--- src/rtl/fetch_stage.sv ---
// Instruction fetch producer: issues word fetches and hands returned words, tagged with their PC, to the
// instruction buffer. Optional counters perf_fetch/perf_stall are built when FETCH_PERF_EN is defined.
module fetch_stage #(
  parameter logic [31:0] RESET_PC = 32'h0000_0000
) (
  input  logic        clock,
  input  logic        reset,
  input  logic        redirect_valid,
  input  logic [31:0] redirect_pc,
  output logic        imem_valid,
  output logic [31:0] imem_addr,
  input  logic        imem_ready,
  input  logic [31:0] imem_rdata,
  input  logic        buf_stall,
  output logic        buf_ready,
  output logic [31:0] buf_rdata,
  output logic [31:0] buf_pc,
  output logic        buf_clear,
  output logic        buf_align
`ifdef FETCH_PERF_EN
  ,
  output logic [31:0] perf_fetch,
  output logic [31:0] perf_stall
`endif
);

  typedef enum logic [1:0] {START, FETCH, HOLD, DRAIN} state_t;

  state_t      state, state_nxt;
  logic [31:0] pc_q, pc_nxt;
  logic [31:0] drain_addr, drain_nxt;
  logic [31:0] hold_data, hold_pc;
  logic        hold_v, hold_v_nxt;
  logic        capture;
  logic [31:0] redirect_word;
  logic        unused_pc_bit;

  assign redirect_word = {redirect_pc[31:2], 2'b00};
  assign unused_pc_bit = redirect_pc[0];

  always_comb begin
    state_nxt  = state;
    pc_nxt     = pc_q;
    drain_nxt  = drain_addr;
    hold_v_nxt = hold_v;
    capture    = 1'b0;
    imem_valid = 1'b0;
    imem_addr  = 32'd0;
    buf_ready  = 1'b0;
    buf_rdata  = 32'd0;
    buf_pc     = 32'd0;
    buf_clear  = 1'b0;
    buf_align  = 1'b0;
    case (state)
      START: begin
        // While reset is held the machine sits here, so outputs are masked to stay 0.
        buf_clear = !reset;
        buf_align = !reset && RESET_PC[1];
        state_nxt = FETCH;
      end
      FETCH: begin
        imem_valid = 1'b1;
        imem_addr  = pc_q;
        if (redirect_valid) begin
          buf_clear = 1'b1;
          buf_align = redirect_pc[1];
          pc_nxt    = redirect_word;
          // An open request must finish at its original address before the target is fetched.
          if (!imem_ready) begin
            drain_nxt = pc_q;
            state_nxt = DRAIN;
          end
        end else if (imem_ready) begin
          pc_nxt = pc_q + 32'd4;
          if (!buf_stall) begin
            buf_ready = 1'b1;
            buf_rdata = imem_rdata;
            buf_pc    = pc_q;
          end else begin
            capture    = 1'b1;
            hold_v_nxt = 1'b1;
            state_nxt  = HOLD;
          end
        end
      end
      HOLD: begin
        if (redirect_valid) begin
          buf_clear  = 1'b1;
          buf_align  = redirect_pc[1];
          pc_nxt     = redirect_word;
          hold_v_nxt = 1'b0;
          state_nxt  = FETCH;
        end else if (hold_v && !buf_stall) begin
          buf_ready  = 1'b1;
          buf_rdata  = hold_data;
          buf_pc     = hold_pc;
          hold_v_nxt = 1'b0;
          state_nxt  = FETCH;
        end
      end
      DRAIN: begin
        imem_valid = 1'b1;
        imem_addr  = drain_addr;
        if (redirect_valid) begin
          buf_clear = 1'b1;
          buf_align = redirect_pc[1];
          pc_nxt    = redirect_word;
        end
        if (imem_ready) state_nxt = FETCH;
      end
      default: state_nxt = START;
    endcase
  end

  always_ff @(posedge clock or posedge reset) begin
    if (reset) begin
      state      <= START;
      pc_q       <= {RESET_PC[31:2], 2'b00};
      drain_addr <= 32'd0;
      hold_v     <= 1'b0;
    end else begin
      state      <= state_nxt;
      pc_q       <= pc_nxt;
      drain_addr <= drain_nxt;
      hold_v     <= hold_v_nxt;
    end
  end

  // Held word is qualified by hold_v, so the data registers need no reset.
  always_ff @(posedge clock) begin
    if (capture) begin
      hold_data <= imem_rdata;
      hold_pc   <= pc_q;
    end
  end

`ifdef FETCH_PERF_EN
  always_ff @(posedge clock or posedge reset) begin
    if (reset) begin
      perf_fetch <= 32'd0;
      perf_stall <= 32'd0;
    end else begin
      if (buf_ready)     perf_fetch <= perf_fetch + 32'd1;
      if (state == HOLD) perf_stall <= perf_stall + 32'd1;
    end
  end
`endif

endmodule
--- config.mk ---
export PLATFORM = sky130hd
export DESIGN_NAME = fetch_stage
export DESIGN_NICKNAME = d
export VERILOG_FILES = /design/src/rtl/fetch_stage.sv
export SDC_FILE = /design/constraint.sdc
export NUM_CORES = 1
export LEC_CHECK = 0
export ABC_AREA = 1
export CAP_MARGIN = 20
export CELL_PAD_IN_SITES_DETAIL_PLACEMENT = 1
export CELL_PAD_IN_SITES_GLOBAL_PLACEMENT = 1
export CORE_ASPECT_RATIO = 0.75
export CORE_MARGIN = 4
export CORE_UTILIZATION = 35
export CTS_BUF_LIST = sky130_fd_sc_hd__clkbuf_8
export DETAILED_ROUTE_END_ITERATION = 8
export PLACE_DENSITY_LB_ADDON = 0.3
export SKIP_CTS_REPAIR_TIMING = 1
export SLEW_MARGIN = 15
export SYNTH_ARGS = -nofsm -noshare
export SYNTH_HDL_FRONTEND = slang
export SYNTH_SLANG_ARGS = --single-unit
--- constraint.sdc ---
create_clock -name clock -period 8.1 [get_ports clock]
set_clock_uncertainty 0.2 [all_clocks]
set_input_delay 0.81 -clock clock [delete_from_list [all_inputs] [get_ports clock]]
set_output_delay 0.81 -clock clock [all_outputs]
set_load 0.03 [all_outputs]
==> results.toml <==
[status]
status = "finished clean"

[job]
drv_cap = 0

[clocking]
clk_latency_ns = 0.46
cts.root.buffer_cell = "sky130_fd_sc_hd__clkbuf_8"
tritoncts = "yes"
cts.htree.levels = 4
clock_sink_count = 125
total_clock_buffers_created_by_cts = 17
clk_transition_reported_paths_ns = 0.08
cts.path.max_buffers = 2

[synth]
synth_top_area_share_pct = 26.0
post_synthesis_register_bit_count = 125
syn_area_mm2 = 0.00717
synth-edff-count = 62
seq_area_frac_synth_pct = 47.9
yosys_most_used_dff = "sky130_fd_sc_hd__dfrtp_1"
synth_top_cells_by_area = "sky130_fd_sc_hd__edfxtp_1, sky130_fd_sc_hd__dfrtp_1, sky130_fd_sc_hd__nand2_1"
synth_async_sr_flop_share_pct = 50.4
netlist-cell-type-count = 31
yosys_warnings = 0
avgSynthCellArea_um2 = 7.91
synth_top_area_cell = "sky130_fd_sc_hd__edfxtp_1"
synth_cells = 906

[final_layout]
multi_input_area_mm2 = 0.00319
commonest_cells_after_routing_fill_and_taps_aside = "sky130_fd_sc_hd__nand2_1, sky130_fd_sc_hd__clkdlybuf4s50_1, sky130_fd_sc_hd__nand3_1, sky130_fd_sc_hd__o21ai_0, sky130_fd_sc_hd__a21oi_1"
layout.filler_cells = 2425
sequential_cell_area_in_the_final_layout_mm2 = 0.00344
mostFrequentLayoutCell = "sky130_fd_sc_hd__nand2_1"
net_count_reported_at_finish = 1107
antennaDiodeCount = 0
instances_no_fill = 1304
drive_above_1_share_pct = 7.36
layout.core_utilization_pct = 45.9
area.growth.synth_to_final_pct = 29.2

[critical_path]
reg2reg_launch_point = "state[1]$_DFFE_PP0P_"
cp_capture_point = "buf_pc[16]"
regToRegEndpoint = "pc_q[6]$_DFFE_PP0P_"
r2r_cells = 9
timing.critical_path.slowest_cell_delay_ns = 0.73
criticalPathCategory = "primary input to primary output"
worstSetupStartpoint = "redirect_valid"
critical_path.max_fanout = 40
cp_cell_sequence = "clkdlybuf4s50_1 > nor2_4 > buf_4 > nand4_1 > a21oi_1 > clkdlybuf4s50_1"
crit_path_start_kind = "primary input"
end_kind = "primary output"
slowest_library_cell_on_the_worst_path = "sky130_fd_sc_hd__clkdlybuf4s50_1"
timing.critical_path.required_ns = 7.09
cell_with_the_most_instances_on_the_worst_path = "sky130_fd_sc_hd__clkdlybuf4s50_1"
cp_data_arrival_time_ns = 3.76
setup.reg_to_reg.worst_slack_ns = 5.11

[timing]
setup_violations = 0
grt_setup_unrepaired = "no"
maxSlewHeadroom_pct = 34.9
hold_slack_ns = 0.283
final_max_slew_viol_count = 0
hold_viol_final = 0
tightestPinTransition_ns = 0.977
layout_min_cycle_time_ns = 4.77
clock.fmax_ghz = 0.210
setup_tns_ns = 0
final.period_utilization_pct = 58.9
postLayoutSetupSlackWorst_ns = 3.33

[place]
portBuffers = 163
placed_cells = 1271
preCtsSetupSlack_ns = 3.34
dp.final_hpwl_um = 16900
routabilityCongestion = 0.842

[floorplanning]
die-area_mm2 = 0.0229
core.rowCount = 45
boundaryPins = 169
floorplan.initialDensity_pct = 35.6
floorplan.die.width_um = 173
die_h_um = 132
core_area_mm2 = 0.0202

[global_route]
overall_overflow_remaining_after_global_route = 0
global_route_wire_length_before_repair_um = 40000
grt_start_max_net_pins = 71
grt_pass1_vias = 6922
number_of_antenna_violations_at_the_first_check_in_global_routing = 0
grt.total_usage_pct = 21.8

[routing]
antenna_left = 0
drtPass1Iterations = 4
route.final.wire_length_um = 25100
routedWlPerCell_um = 19.3
first_iter_violations = 483
num_vias = 7059
post_drt_via_cell_ratio = 5.41
drt_drc_violations_left = 0

[worst_hold_path]
hold_class = "flip-flop to flip-flop"

[pwr]
power_per_cell_area_mw_per_mm2 = 360
static-leakage-power_nw = 3.40
irDropWorstVdd_mv = 0.224
-- through the flow --
stage | instance area [µm²] | total power [mW]
6_report | 9260 | 3.33
5_1_grt | 9260 | 3.58
4_1_cts | 9240 | 3.36
3_5_place_dp | 8860 | 2.80
3_3_place_gp | 8860 | 2.75
2_1_floorplan | 7180 | 2.16
-- cell usage after synthesis, types with 2 or more instances --
library cell,n
sky130_fd_sc_hd__a21oi_1,76
sky130_fd_sc_hd__nor2_4,9
sky130_fd_sc_hd__nor2_1,75
sky130_fd_sc_hd__nand2_2,5
sky130_fd_sc_hd__nor3_1,3
sky130_fd_sc_hd__dfrtp_1,63
sky130_fd_sc_hd__o21ai_1,6
sky130_fd_sc_hd__buf_6,4
sky130_fd_sc_hd__o21ai_0,84
sky130_fd_sc_hd__nand2_1,208
sky130_fd_sc_hd__edfxtp_1,62
sky130_fd_sc_hd__o22ai_1,6
sky130_fd_sc_hd__or2_2,2
sky130_fd_sc_hd__or2_1,3
sky130_fd_sc_hd__ha_1,5
sky130_fd_sc_hd__nor2_2,4
sky130_fd_sc_hd__clkbuf_1,35
sky130_fd_sc_hd__buf_2,17
sky130_fd_sc_hd__inv_2,6
sky130_fd_sc_hd__inv_1,48
sky130_fd_sc_hd__buf_4,12
sky130_fd_sc_hd__nand4_1,64
sky130_fd_sc_hd__nand3_1,99
sky130_fd_sc_hd__a22oi_1,2
sky130_fd_sc_hd__nand2_4,2
-- worst max-delay path, delay by kind of cell --
kind                   cells  cell delay (ns)
AO/OA/AOI/OAI              1             0.29
AND/OR/NAND/NOR            2             0.74
buffers and inverters      3             1.89
-- worst min-delay path by stage --
stage                                 endpoint  cells after the start                        from  slack, ns
floorplan                   hold_v$_DFFE_PP0P_                      2          hold_v$_DFFE_PP0P_       0.25
global placement    drain_addr[29]$_DFFE_PP0P_                      2  drain_addr[29]$_DFFE_PP0P_       0.27
detailed placement          hold_v$_DFFE_PP0P_                      2          hold_v$_DFFE_PP0P_       0.27
CTS                         hold_v$_DFFE_PP0P_                      2          hold_v$_DFFE_PP0P_       0.29
global route                hold_v$_DFFE_PP0P_                      2          hold_v$_DFFE_PP0P_       0.30
finish                      hold_v$_DFFE_PP0P_                      2          hold_v$_DFFE_PP0P_       0.28
-- state kept, by name, summed over array words and instances (netlist names) --
name,count
hold_data,32
drain_addr,30
hold_pc,30
pc_q,30
state,2
hold_v,1
-- area by class of cell --
| cell class | count | area share [%] |
|---|---|---|
| sequential | 125 | 37.1 |
| multi-input combinational | 660 | 34.4 |
| timing repair buffer | 174 | 18.6 |
| tap | 258 | 3.49 |
| clock buffer | 17 | 2.53 |
| inverter | 55 | 2.26 |
| clock inverter | 15 | 1.61 |
-- cell families (layout without fill, tap and decap cells) --
logic type	after synthesis	after routing	share of synthesized area (%)
other	1	4	0.0523
adders and majority gates	5	5	0.872
DFF	125	125	47.9
and+or+nand+nor	477	477	30.9
buffers and inverters	124	261	7.87
AOI/OAI and AO/OA	174	174	12.3
-- power by group --
part	internal, mW	switching, mW	leakage [nW]	total (mW)
sequential	0.870	0.222	1.33	1.09
combinational	0.521	1.17	1.91	1.69
clock	0.271	0.284	0.173	0.555
-- layer usage --
layer	wire, µm	vias to the layer above	GRT usage, %	part of all wire [%]
li1	-	3362	-	-
met1	12000	3500	31.5	48
met2	11800	182	34.1	47
met3	1090	15	4.30	4.3
met4	228	0	4.61	0.91
met5	0	-	0	0
Note: power is estimated with default switching activity, not from simulation.
